--- src/rtl/or1200_wb_pkg.sv ---
// or1200_wb_pkg: shared types and constants for the OR1200 Wishbone arbiter.
// Rev 1.0
`default_nettype none

package or1200_wb_pkg;

  localparam int WB_AW  = 32;
  localparam int WB_DW  = 32;
  localparam int TMO_CW = 16;

  typedef enum logic [1:0] {
    IDLE = 2'd0,
    GNT0 = 2'd1,
    GNT1 = 2'd2
  } arb_state_t;

endpackage

`default_nettype wire

--- src/rtl/or1200_wb_arb_timer.sv ---
// or1200_wb_arb_timer: stall counter, built only with OR1200_WB_ARB_TIMEOUT_EN.
// Rev 1.0
`default_nettype none

`ifdef OR1200_WB_ARB_TIMEOUT_EN
module or1200_wb_arb_timer
  import or1200_wb_pkg::*;
#(
  parameter int TIMEOUT = 255
) (
  input  logic clk_i,
  input  logic rst_ni,
  input  logic stb,
  input  logic resp,
  input  logic gnt_change,
  output logic expire
);

  logic [TMO_CW-1:0] count;

  assign expire = (count == TMO_CW'(TIMEOUT));

  // Expiry clears the count so a still-stalled master gets a fresh window.
  always_ff @(posedge clk_i or negedge rst_ni) begin
    if (!rst_ni) begin
      count <= '0;
    end else if (!stb || resp || gnt_change || expire) begin
      count <= '0;
    end else begin
      count <= count + 1'b1;
    end
  end

endmodule
`endif

`default_nettype wire

--- src/rtl/or1200_wb_arbiter.sv ---
// or1200_wb_arbiter: two-master/one-slave Wishbone arbiter, cycle-locked grant,
// alternating priority; stall timeout under OR1200_WB_ARB_TIMEOUT_EN. Rev 1.0
`default_nettype none

module or1200_wb_arbiter
  import or1200_wb_pkg::*;
#(
  parameter int AW      = WB_AW,
  parameter int DW      = WB_DW,
  parameter int TIMEOUT = 255
) (
  input  logic            clk_i,
  input  logic            rst_ni,
  input  logic            m0_cyc_i,
  input  logic            m0_stb_i,
  input  logic            m0_we_i,
  input  logic [DW/8-1:0] m0_sel_i,
  input  logic [AW-1:0]   m0_adr_i,
  input  logic [DW-1:0]   m0_dat_i,
  output logic [DW-1:0]   m0_dat_o,
  output logic            m0_ack_o,
  output logic            m0_err_o,
  input  logic            m1_cyc_i,
  input  logic            m1_stb_i,
  input  logic            m1_we_i,
  input  logic [DW/8-1:0] m1_sel_i,
  input  logic [AW-1:0]   m1_adr_i,
  input  logic [DW-1:0]   m1_dat_i,
  output logic [DW-1:0]   m1_dat_o,
  output logic            m1_ack_o,
  output logic            m1_err_o,
  output logic            s_cyc_o,
  output logic            s_stb_o,
  output logic            s_we_o,
  output logic [DW/8-1:0] s_sel_o,
  output logic [AW-1:0]   s_adr_o,
  output logic [DW-1:0]   s_dat_o,
  input  logic [DW-1:0]   s_dat_i,
  input  logic            s_ack_i,
  input  logic            s_err_i
);

  arb_state_t state;
  logic       last;
  logic       expire;

  // Winner under contention is the master that was not granted most recently.
  always_ff @(posedge clk_i or negedge rst_ni) begin
    if (!rst_ni) begin
      state <= IDLE;
      last  <= 1'b1;
    end else begin
      case (state)
        IDLE: begin
          if (m0_cyc_i && (!m1_cyc_i || last)) begin
            state <= GNT0;
            last  <= 1'b0;
          end else if (m1_cyc_i) begin
            state <= GNT1;
            last  <= 1'b1;
          end
        end
        GNT0: begin
          if (!m0_cyc_i) begin
            if (m1_cyc_i) begin
              state <= GNT1;
              last  <= 1'b1;
            end else begin
              state <= IDLE;
            end
          end
        end
        GNT1: begin
          if (!m1_cyc_i) begin
            if (m0_cyc_i) begin
              state <= GNT0;
              last  <= 1'b0;
            end else begin
              state <= IDLE;
            end
          end
        end
        default: state <= IDLE;
      endcase
    end
  end

`ifdef OR1200_WB_ARB_TIMEOUT_EN
  logic raw_stb;
  logic gnt_change;

  always_comb begin
    raw_stb    = 1'b0;
    gnt_change = 1'b0;
    case (state)
      IDLE: gnt_change = m0_cyc_i | m1_cyc_i;
      GNT0: begin
        raw_stb    = m0_stb_i;
        gnt_change = ~m0_cyc_i;
      end
      GNT1: begin
        raw_stb    = m1_stb_i;
        gnt_change = ~m1_cyc_i;
      end
      default: gnt_change = 1'b1;
    endcase
  end

  or1200_wb_arb_timer #(
    .TIMEOUT(TIMEOUT)
  ) u_timer (
    .clk_i     (clk_i),
    .rst_ni    (rst_ni),
    .stb       (raw_stb),
    .resp      (s_ack_i | s_err_i),
    .gnt_change(gnt_change),
    .expire    (expire)
  );
`else
  logic unused_timeout;
  assign unused_timeout = (TIMEOUT == 0);
  assign expire         = 1'b0;
`endif

  always_comb begin
    s_cyc_o  = 1'b0;
    s_stb_o  = 1'b0;
    s_we_o   = 1'b0;
    s_sel_o  = '0;
    s_adr_o  = '0;
    s_dat_o  = '0;
    m0_ack_o = 1'b0;
    m0_err_o = 1'b0;
    m1_ack_o = 1'b0;
    m1_err_o = 1'b0;
    case (state)
      GNT0: begin
        s_cyc_o  = m0_cyc_i & ~expire;
        s_stb_o  = m0_stb_i & ~expire;
        s_we_o   = m0_we_i;
        s_sel_o  = m0_sel_i;
        s_adr_o  = m0_adr_i;
        s_dat_o  = m0_dat_i;
        m0_ack_o = s_ack_i;
        m0_err_o = s_err_i | expire;
      end
      GNT1: begin
        s_cyc_o  = m1_cyc_i & ~expire;
        s_stb_o  = m1_stb_i & ~expire;
        s_we_o   = m1_we_i;
        s_sel_o  = m1_sel_i;
        s_adr_o  = m1_adr_i;
        s_dat_o  = m1_dat_i;
        m1_ack_o = s_ack_i;
        m1_err_o = s_err_i | expire;
      end
      default: ;
    endcase
  end

  // Read data is broadcast; gating by reset keeps every output at 0 while held.
  assign m0_dat_o = rst_ni ? s_dat_i : '0;
  assign m1_dat_o = rst_ni ? s_dat_i : '0;

endmodule

`default_nettype wire

--- config.mk ---
export PLATFORM = sky130hd
export DESIGN_NAME = or1200_wb_arbiter
export DESIGN_NICKNAME = d
export VERILOG_FILES = /design/src/rtl/or1200_wb_pkg.sv /design/src/rtl/or1200_wb_arb_timer.sv /design/src/rtl/or1200_wb_arbiter.sv
export SDC_FILE = /design/constraint.sdc
export NUM_CORES = 1
export LEC_CHECK = 0
export ABC_AREA = 1
export CAP_MARGIN = 20
export CORE_AREA = 2 2 125 127
export CTS_BUF_LIST = sky130_fd_sc_hd__clkbuf_8
export CTS_CLUSTER_DIAMETER = 150
export DETAILED_ROUTE_END_ITERATION = 10
export DIE_AREA = 0 0 127 129
export PLACE_DENSITY_LB_ADDON = 0.25
export SYNTH_ARGS = -nofsm -noshare
export SYNTH_HDL_FRONTEND = slang
export SYNTH_SLANG_ARGS = --single-unit
--- constraint.sdc ---
create_clock -name clk_i -period 2.21 [get_ports clk_i]
set_input_delay 0.3315 -clock clk_i [delete_from_list [all_inputs] [get_ports clk_i]]
set_output_delay 0.3315 -clock clk_i [all_outputs]
set_load 0.03 [all_outputs]
==> results.cfg, run 1 <==
[status]
outcome = completed

[synthesis]
ys_ff_latch = 3
synth_area_leaders = nand2_1 41%, a21oi_1 19%, buf_4 16%, inv_1 8.4%, ha_1 3.4%
synth.distinct_cells = 14
synth_edf_count = 0
yosysTopAreaCell = nand2_1
yosysWarnings = 0
yosys-top-cells-count = 200 x nand2_1, 71 x a21oi_1, 41 x inv_1
syn-cell-area_um2 = 1840
synth-async-reset-ratio_pct = 100
syn_nets = 568
syn_inst = 385
syn_avg_cell_area_um2 = 4.78
synthFlopType = dfrtp_1
synth.most_common_cell = nand2_1
yosysSeqAreaShare_pct = 4.15
yosysTopAreaCellShare_pct = 40.8

[clock_tree]
cts_tree = done
clock_path_buffers = 2
clkSinkCount = 3
clkLatencyLatePin_ns = 0.22
clk_pin_slew_worst_paths_ns = 0.03
post_cts_buffers = 0
cts_made_buffers = 3
cts-root-buf = clkbuf_8
ctsHoldBuffers = 0
htreeDepth = 1

[floorplan]
rows = 45
core_um2 = 15000
die_w_um = 127
die_area_um2 = 16400
ios = 317
dieHeight_um = 129
start_util_pct = 12.3

[power]
finalPower_uw = 4420
peakVddDrop_v = 0.000464
p_per_area_nw_per_um2 = 907
p_leak_uw = 0.00238

[critical_path]
worstSetupPathType = reg2out
cp_data_arrival_time_ns = 1.77
cp.required_ns = 1.88
cp-end-kind = primary output
start_kind = flip-flop
worstPathMaxFanout = 26

[layout]
diodes = 0
drive_gt1_share_pct = 22.4
nNetsFinal = 844
fillers = 1660
final_util_pct = 32.5
syn2layout_area_growth_pct = 165
seq_area_um2 = 77.6
multi_input_area_um2 = 1210

[routing]
viasPerCell = 4.02
drt-met1-wl_um = 3760
ant_nets = 0
drc = 0
drt_iter0_drc = 56
wl_met3_um = 1200
routed.top_layer = met4
vias = 3412
wirelength_um = 11400
dr.pass1.iters = 4
wl_met2_um = 6360
wl_per_cell_um = 13.5

[placed_design]
hpwl_um = 9400
gp_congestion = 0.789
portBuffers = 316

[worst_hold_path]
hp-class = in2async

[timing]
rsz0062_at_grt = false
timing.fmax_mhz = 476
maxSlewHeadroom_pct = 77.4
skew_ns = 0.00219
tns_ns = 0
worstMarginPinSlew_ns = 0.339
slew_violations = 0
setup_viol = 0
period_needed_ns = 2.10
fin_crit_sh_pct = 95.0
final_hold_viol_count = 0

[grt]
grt_util_all_layers_pct = 12.2
grt_pass1_vias = 3352
grt_max_degree = 52
grt_pass1_wl_um = 16000
antenna_found_initial = 0
overflow = 0

[run]
cap_violations = 0
[area by class of cell]
cell class,instances,share of cell area (%)
Timing Repair Buffer,329,64.4
Multi-Input combinational cell,282,24.9
Tap cell,188,4.83
Inverter,42,3.34
Sequential cell,3,1.59
Clock buffer,3,0.848
Clock inverter,1,0.0771
[worst paths after layout]
kind	start	end	slack, ns	depth (start not counted)
worst max-delay path	state[0]	s_adr_o[22]	0.11	7
worst min-delay path	rst_ni	state[0]	0.48	2
worst max register to register	state[0]	last	0.49	8
worst min register to register	last	last	0.52	2
max in group asynchronous	rst_ni	last	1.51	2
min in group clk_i	last	last	0.52	2
[critical path: stages (launching register included)]
cell and delay, ns:
dfrtp_2 0.43, inv_1 0.09, ha_2 0.20, buf_12 0.17, buf_16 0.18, nand2_1 0.06, a21oi_1 0.24, buf_12 0.16
[power breakdown]
group | switching (uW) | internal (uW)
sequential | 24.7 | 88.7
combinational | 2530 | 1610
clock | 36.7 | 118
[registers in the layout, indices dropped and copies added, names as in the netlist]
signal and flops:
state 2, last 1
[placed cells by master, fill, tap and decap left out, drive strengths merged]
cell,instances
clkdlybuf4s50,177
dfrtp,2
clkbuf,5
a21oi,71
dlygate4sd2,15
nand2,200
nand3,1
dfstp,1
o21ai,2
nor2,3
inv,43
ha,5
buf,135
[what timing repair did]
item / 4_1_cts / 5_1_grt
gates cloned: 0 / 2
pin swaps: 0 / 0
setup endpoints to repair: 65 / 52
resized for setup: 18 / 6
[routing by layer]
metal | up-vias | GRT usage [%]
met5 | - | 0
met4 | 0 | 2.71
met3 | 10 | 3.83
met2 | 202 | 26.3
met1 | 1518 | 10.8
li1 | 1682 | -
[cell families after synthesis]
group                      Yosys count  share of synthesized area (%)
and+or+nand+nor                    204                           41.7
adders and majority gates            5                           3.40
buffers and inverters              100                           30.9
DFF                                  3                           4.15
AOI/OAI and AO/OA                   73                           19.9
[through the flow]
stage               std cells  instance area, um2  setup WS [ns]  hold WS, ns
floorplan                 385                1840          0.344       0.0359
global placement          842                4750         0.0753        0.489
detailed placement        842                4750         0.0255        0.516
CTS                       846                4790        0.00651        0.475
global route              848                4870         0.0163        0.512
finish                    848                4870          0.111        0.478
Power figures use the tool's default switching activity.
==> run 2: changes to the inputs <==
SKIP_CTS_REPAIR_TIMING = 1   (was not set)
==> run 2 against run 1 <==
Compared with the run above: critical path depth decreased by 1; via count about the same; first-iteration DRC count increased by 27%; cell count unchanged; combinational power increased by 1%; highest routed layer unchanged.
==> results.cfg, run 2 (synthesized netlist as in run 1, its figures left out) <==
[status]
outcome = completed

[floorplan]
core_um2 = 15000
die_area_um2 = 16400
dieHeight_um = 129
start_util_pct = 12.3
ios = 317
rows = 45
die_w_um = 127

[power]
p_comb_share_pct = 94.0
p_seq_share_pct = 2.5
p_leak_uw = 0.00258
p_per_area_nw_per_um2 = 910
peakVddDrop_v = 0.000464
cell_internal_pwr_uw = 1860
p_clk_share_pct = 3.5
p_switching_uw = 2610
swShare_pct = 58.4

[layout]
fin_area_um2 = 4920
mostFrequentLayoutCells = 200 x nand2_1, 177 x clkdlybuf4s50_1, 122 x buf_4, 68 x a21oi_1, 42 x inv_1
layout.cells.non_filler = 848
fillers = 1649
regMostFlops = state
layout_commonest_cell = nand2_1
syn2layout_area_growth_pct = 168
largest_register_ff_count = 2
diodes = 0
nNetsFinal = 844
drive_gt1_share_pct = 22.4
top_regs = state x2, last x1
final_util_pct = 32.9

[critical_path]
cp-end-kind = primary output
cp.required_ns = 1.88
worstPathMaxFanout = 25
worstSetupPathType = reg2out
start_kind = flip-flop
cp_data_arrival_time_ns = 1.77
r2r_setup_slack_ns = 0.45

[timing]
maxSlewHeadroom_pct = 76.9
skew_ns = 0.00219
timing.fmax_mhz = 475
worstMarginPinSlew_ns = 0.346
final_hold_viol_count = 0
fin_ws_ns = 0.106
holdWs_ns = 0.479
rsz0062_at_grt = false
period_needed_ns = 2.10
slew_violations = 0
fin_crit_sh_pct = 95.2
setup_viol = 0

[routing]
wirelength_um = 11700
viasPerCell = 4.02
vias = 3411
drt_iter0_drc = 71
wl_per_cell_um = 13.8
ant_nets = 0
dr.pass1.iters = 4
drc = 0

[clock_tree]
clk_pin_slew_worst_paths_ns = 0.03
clock_path_buffers = 2
htreeDepth = 1
cts_made_buffers = 3
cts-root-buf = clkbuf_8
clkSinkCount = 3
clkLatencyLatePin_ns = 0.22
cts_tree = done

[placed_design]
hpwl_um = 9400
gp_congestion = 0.789
post-place-cells = 842
portBuffers = 316
placed_area_um2 = 4750
pre_cts_ws_ns = 0.0255

[grt]
antenna_found_initial = 0
grt_pass1_vias = 3355
grt_max_degree = 52
grt_pass1_wl_um = 16000
grt_util_all_layers_pct = 12.2
overflow = 0

[run]
cap_violations = 0

[worst_hold_path]
hp-class = in2async
[run 2: worst paths after layout]
path / start / depth (start not counted) / to
hold / removal: rst_ni / 2 / state[0]
hold reg to reg: last / 2 / last
min in group clk_i: last / 2 / last
setup reg to reg: state[0] / 8 / last
max in group asynchronous: rst_ni / 2 / last
setup / recovery: state[0] / 6 / s_dat_o[29]
[run 2: final cells by class]
type / instances / area (um2) / share of cell area (%)
clock buffer: 3 / 41.3 / 0.839
inverter: 42 / 160 / 3.25
sequential: 3 / 77.6 / 1.58
multi-input combinational: 282 / 1210 / 24.6
clock inverter: 1 / 3.75 / 0.0763
timing repair buffer: 329 / 3190 / 64.9
tap: 188 / 235 / 4.78
[run 2: stage by stage]
stage          TNS, ns  power, uW
6_report             0       4480
5_1_grt              0       4810
4_1_cts          -5.36       4300
3_5_place_dp         0       4130
3_3_place_gp         0       4100
2_1_floorplan        0       2460
[run 2: worst max-delay path: stages, from the launching register on]
cell,delay (ns)
dfrtp_2,0.39
inv_1,0.07
ha_1,0.34
inv_4,0.22
clkbuf_16,0.27
a21oi_1,0.07
buf_4,0.17
[run 2: metal layers]
| layer | up-vias | global-route usage [%] | wire (um) |
|---|---|---|---|
| li1 | 1682 | - | - |
| met4 | 0 | 2.71 | 121 |
| met2 | 203 | 26.4 | 6560 |
| met3 | 10 | 3.83 | 1200 |
| met1 | 1516 | 10.8 | 3780 |
| met5 | - | 0 | 0 |
[run 2: power groups by stage]
stage / registers (uW) / clock network [uW] / logic (uW)
floorplan: 109 / 0 / 2350
global placement: 111 / 0 / 3990
detailed placement: 113 / 0 / 4020
CTS: 113 / 160 / 4030
global route: 119 / 170 / 4520
finish: 113 / 155 / 4210
==> run 3: changes to the inputs <==
CAP_MARGIN = not set   (was 20)
CTS_BUF_LIST = sky130_fd_sc_hd__clkbuf_4   (was sky130_fd_sc_hd__clkbuf_8)
==> run 3 against run 2 <==
Compared with the run above: die area did not move; wire length hardly changed; global-route usage decreased by 0.052 points; combinational power about the same; fmax barely moved; worst hold slack worse by 0.020 ns; cell area down 0.18%; clock skew rose by 0.0045 ns; highest routed layer unchanged; clock-buffer cell count rose by 1; sequential cell count unchanged; utilization fell by 0.058 points.
==> results.cfg, run 3 (synthesized netlist as in run 1, its figures left out) <==
[timing]
holdWs_ns = 0.458
slew_violations = 0
rsz0062_at_grt = false
setup_viol = 0
fin_crit_sh_pct = 95.2
maxSlewHeadroom_pct = 76.9
tns_ns = 0
fin_ws_ns = 0.105
worstMarginPinSlew_ns = 0.346
final_hold_viol_count = 0
skew_ns = 0.00667
timing.fmax_mhz = 475
period_needed_ns = 2.10

[layout]
top_regs = state x2, last x1
mostFrequentLayoutCells = 200 x nand2_1, 177 x clkdlybuf4s50_1, 122 x buf_4, 67 x a21oi_1, 41 x inv_1
final_util_pct = 32.8
syn2layout_area_growth_pct = 167
largest_register_ff_count = 2
layout_commonest_cell = nand2_1
diodes = 0
regMostFlops = state
fillers = 1649
nNetsFinal = 844
drive_gt1_share_pct = 22.7

[routing]
ant_nets = 0
wirelength_um = 11700
viasPerCell = 4.01
dr.pass1.iters = 4
vias = 3399
wl_per_cell_um = 13.7
drc = 0
drt_iter0_drc = 77

[floorplan]
ios = 317
rows = 45
start_util_pct = 12.3
die_area_um2 = 16400
dieHeight_um = 129
die_w_um = 127
core_um2 = 15000

[clock_tree]
clkSinkCount = 3
cts_made_buffers = 3
htreeDepth = 1
clock_path_buffers = 2
cts_tree = done
cts-root-buf = clkbuf_4
clkLatencyLatePin_ns = 0.23
clk_pin_slew_worst_paths_ns = 0.04

[power]
peakVddDrop_v = 0.000464
finalPower_uw = 4440
p_leak_uw = 0.00257
p_per_area_nw_per_um2 = 903

[status]
outcome = completed

[critical_path]
cp.required_ns = 1.88
cp-end-kind = primary output
worstSetupPathType = reg2out
worstPathMaxFanout = 25
start_kind = flip-flop
cp_data_arrival_time_ns = 1.77

[placed_design]
gp_congestion = 0.789
pre_cts_ws_ns = 0.0255
portBuffers = 316
hpwl_um = 9400

[grt]
antenna_found_initial = 0
overflow = 0
grt_pass1_vias = 3337
grt_util_all_layers_pct = 12.2
grt_max_degree = 52
grt_pass1_wl_um = 15900

[worst_hold_path]
hp-class = in2async

[run]
cap_violations = 0
-- run 3: cell types whose count changed in the layout (fill, tap and decap cells not counted), sizes merged --
cell    before  now
inv         43   42
clkbuf       5    6
-- run 3: final cells by class --
type	count	area, um2	share of cell area [%]
timing repair buffer	329	3190	65.0
multi-input combinational	282	1210	24.7
tap	188	235	4.79
inverter	42	163	3.31
sequential	3	77.6	1.58
clock buffer	4	30.0	0.611
-- run 3: stage by stage --
step	instance area [um2]	instances
2_1_floorplan	1840	385
3_3_place_gp	4750	842
3_5_place_dp	4750	842
4_1_cts	4780	846
5_1_grt	4910	848
6_report	4910	848
-- run 3: power by group --
group / switching, uW / total, uW / leakage, uW / internal [uW]
Combinational: 2550 / 4220 / 0.00251 / 1660
Clock: 29.0 / 109 / 0.0000184 / 79.9
Sequential: 24.4 / 113 / 0.0000346 / 88.6
-- run 3: per-layer routing --
metal	vias to the layer above	share of wire, %	GRT usage (%)
li1	1682	-	-
met1	1507	32	10.8
met2	202	56	26.2
met3	8	10	3.70
met4	0	0.98	2.91
met5	-	0	0
-- run 3: path summary, 6_finish.rpt --
check                      startpoint           to  slack [ns]  cells past startpoint
setup / recovery             state[0]  s_adr_o[18]        0.11                      6
hold / removal                 rst_ni     state[0]        0.46                      2
setup reg to reg             state[0]         last        0.50                      8
hold reg to reg                  last         last        0.52                      2
max in group asynchronous      rst_ni         last        1.53                      2
min in group clk_i               last         last        0.52                      2
-- run 3: worst max-delay path, stage by stage, from the launching register on --
cell     delay [ns]
dfrtp_2        0.39
inv_1          0.07
ha_1           0.37
inv_6          0.11
buf_16         0.18
a21oi_1        0.23
buf_12         0.16
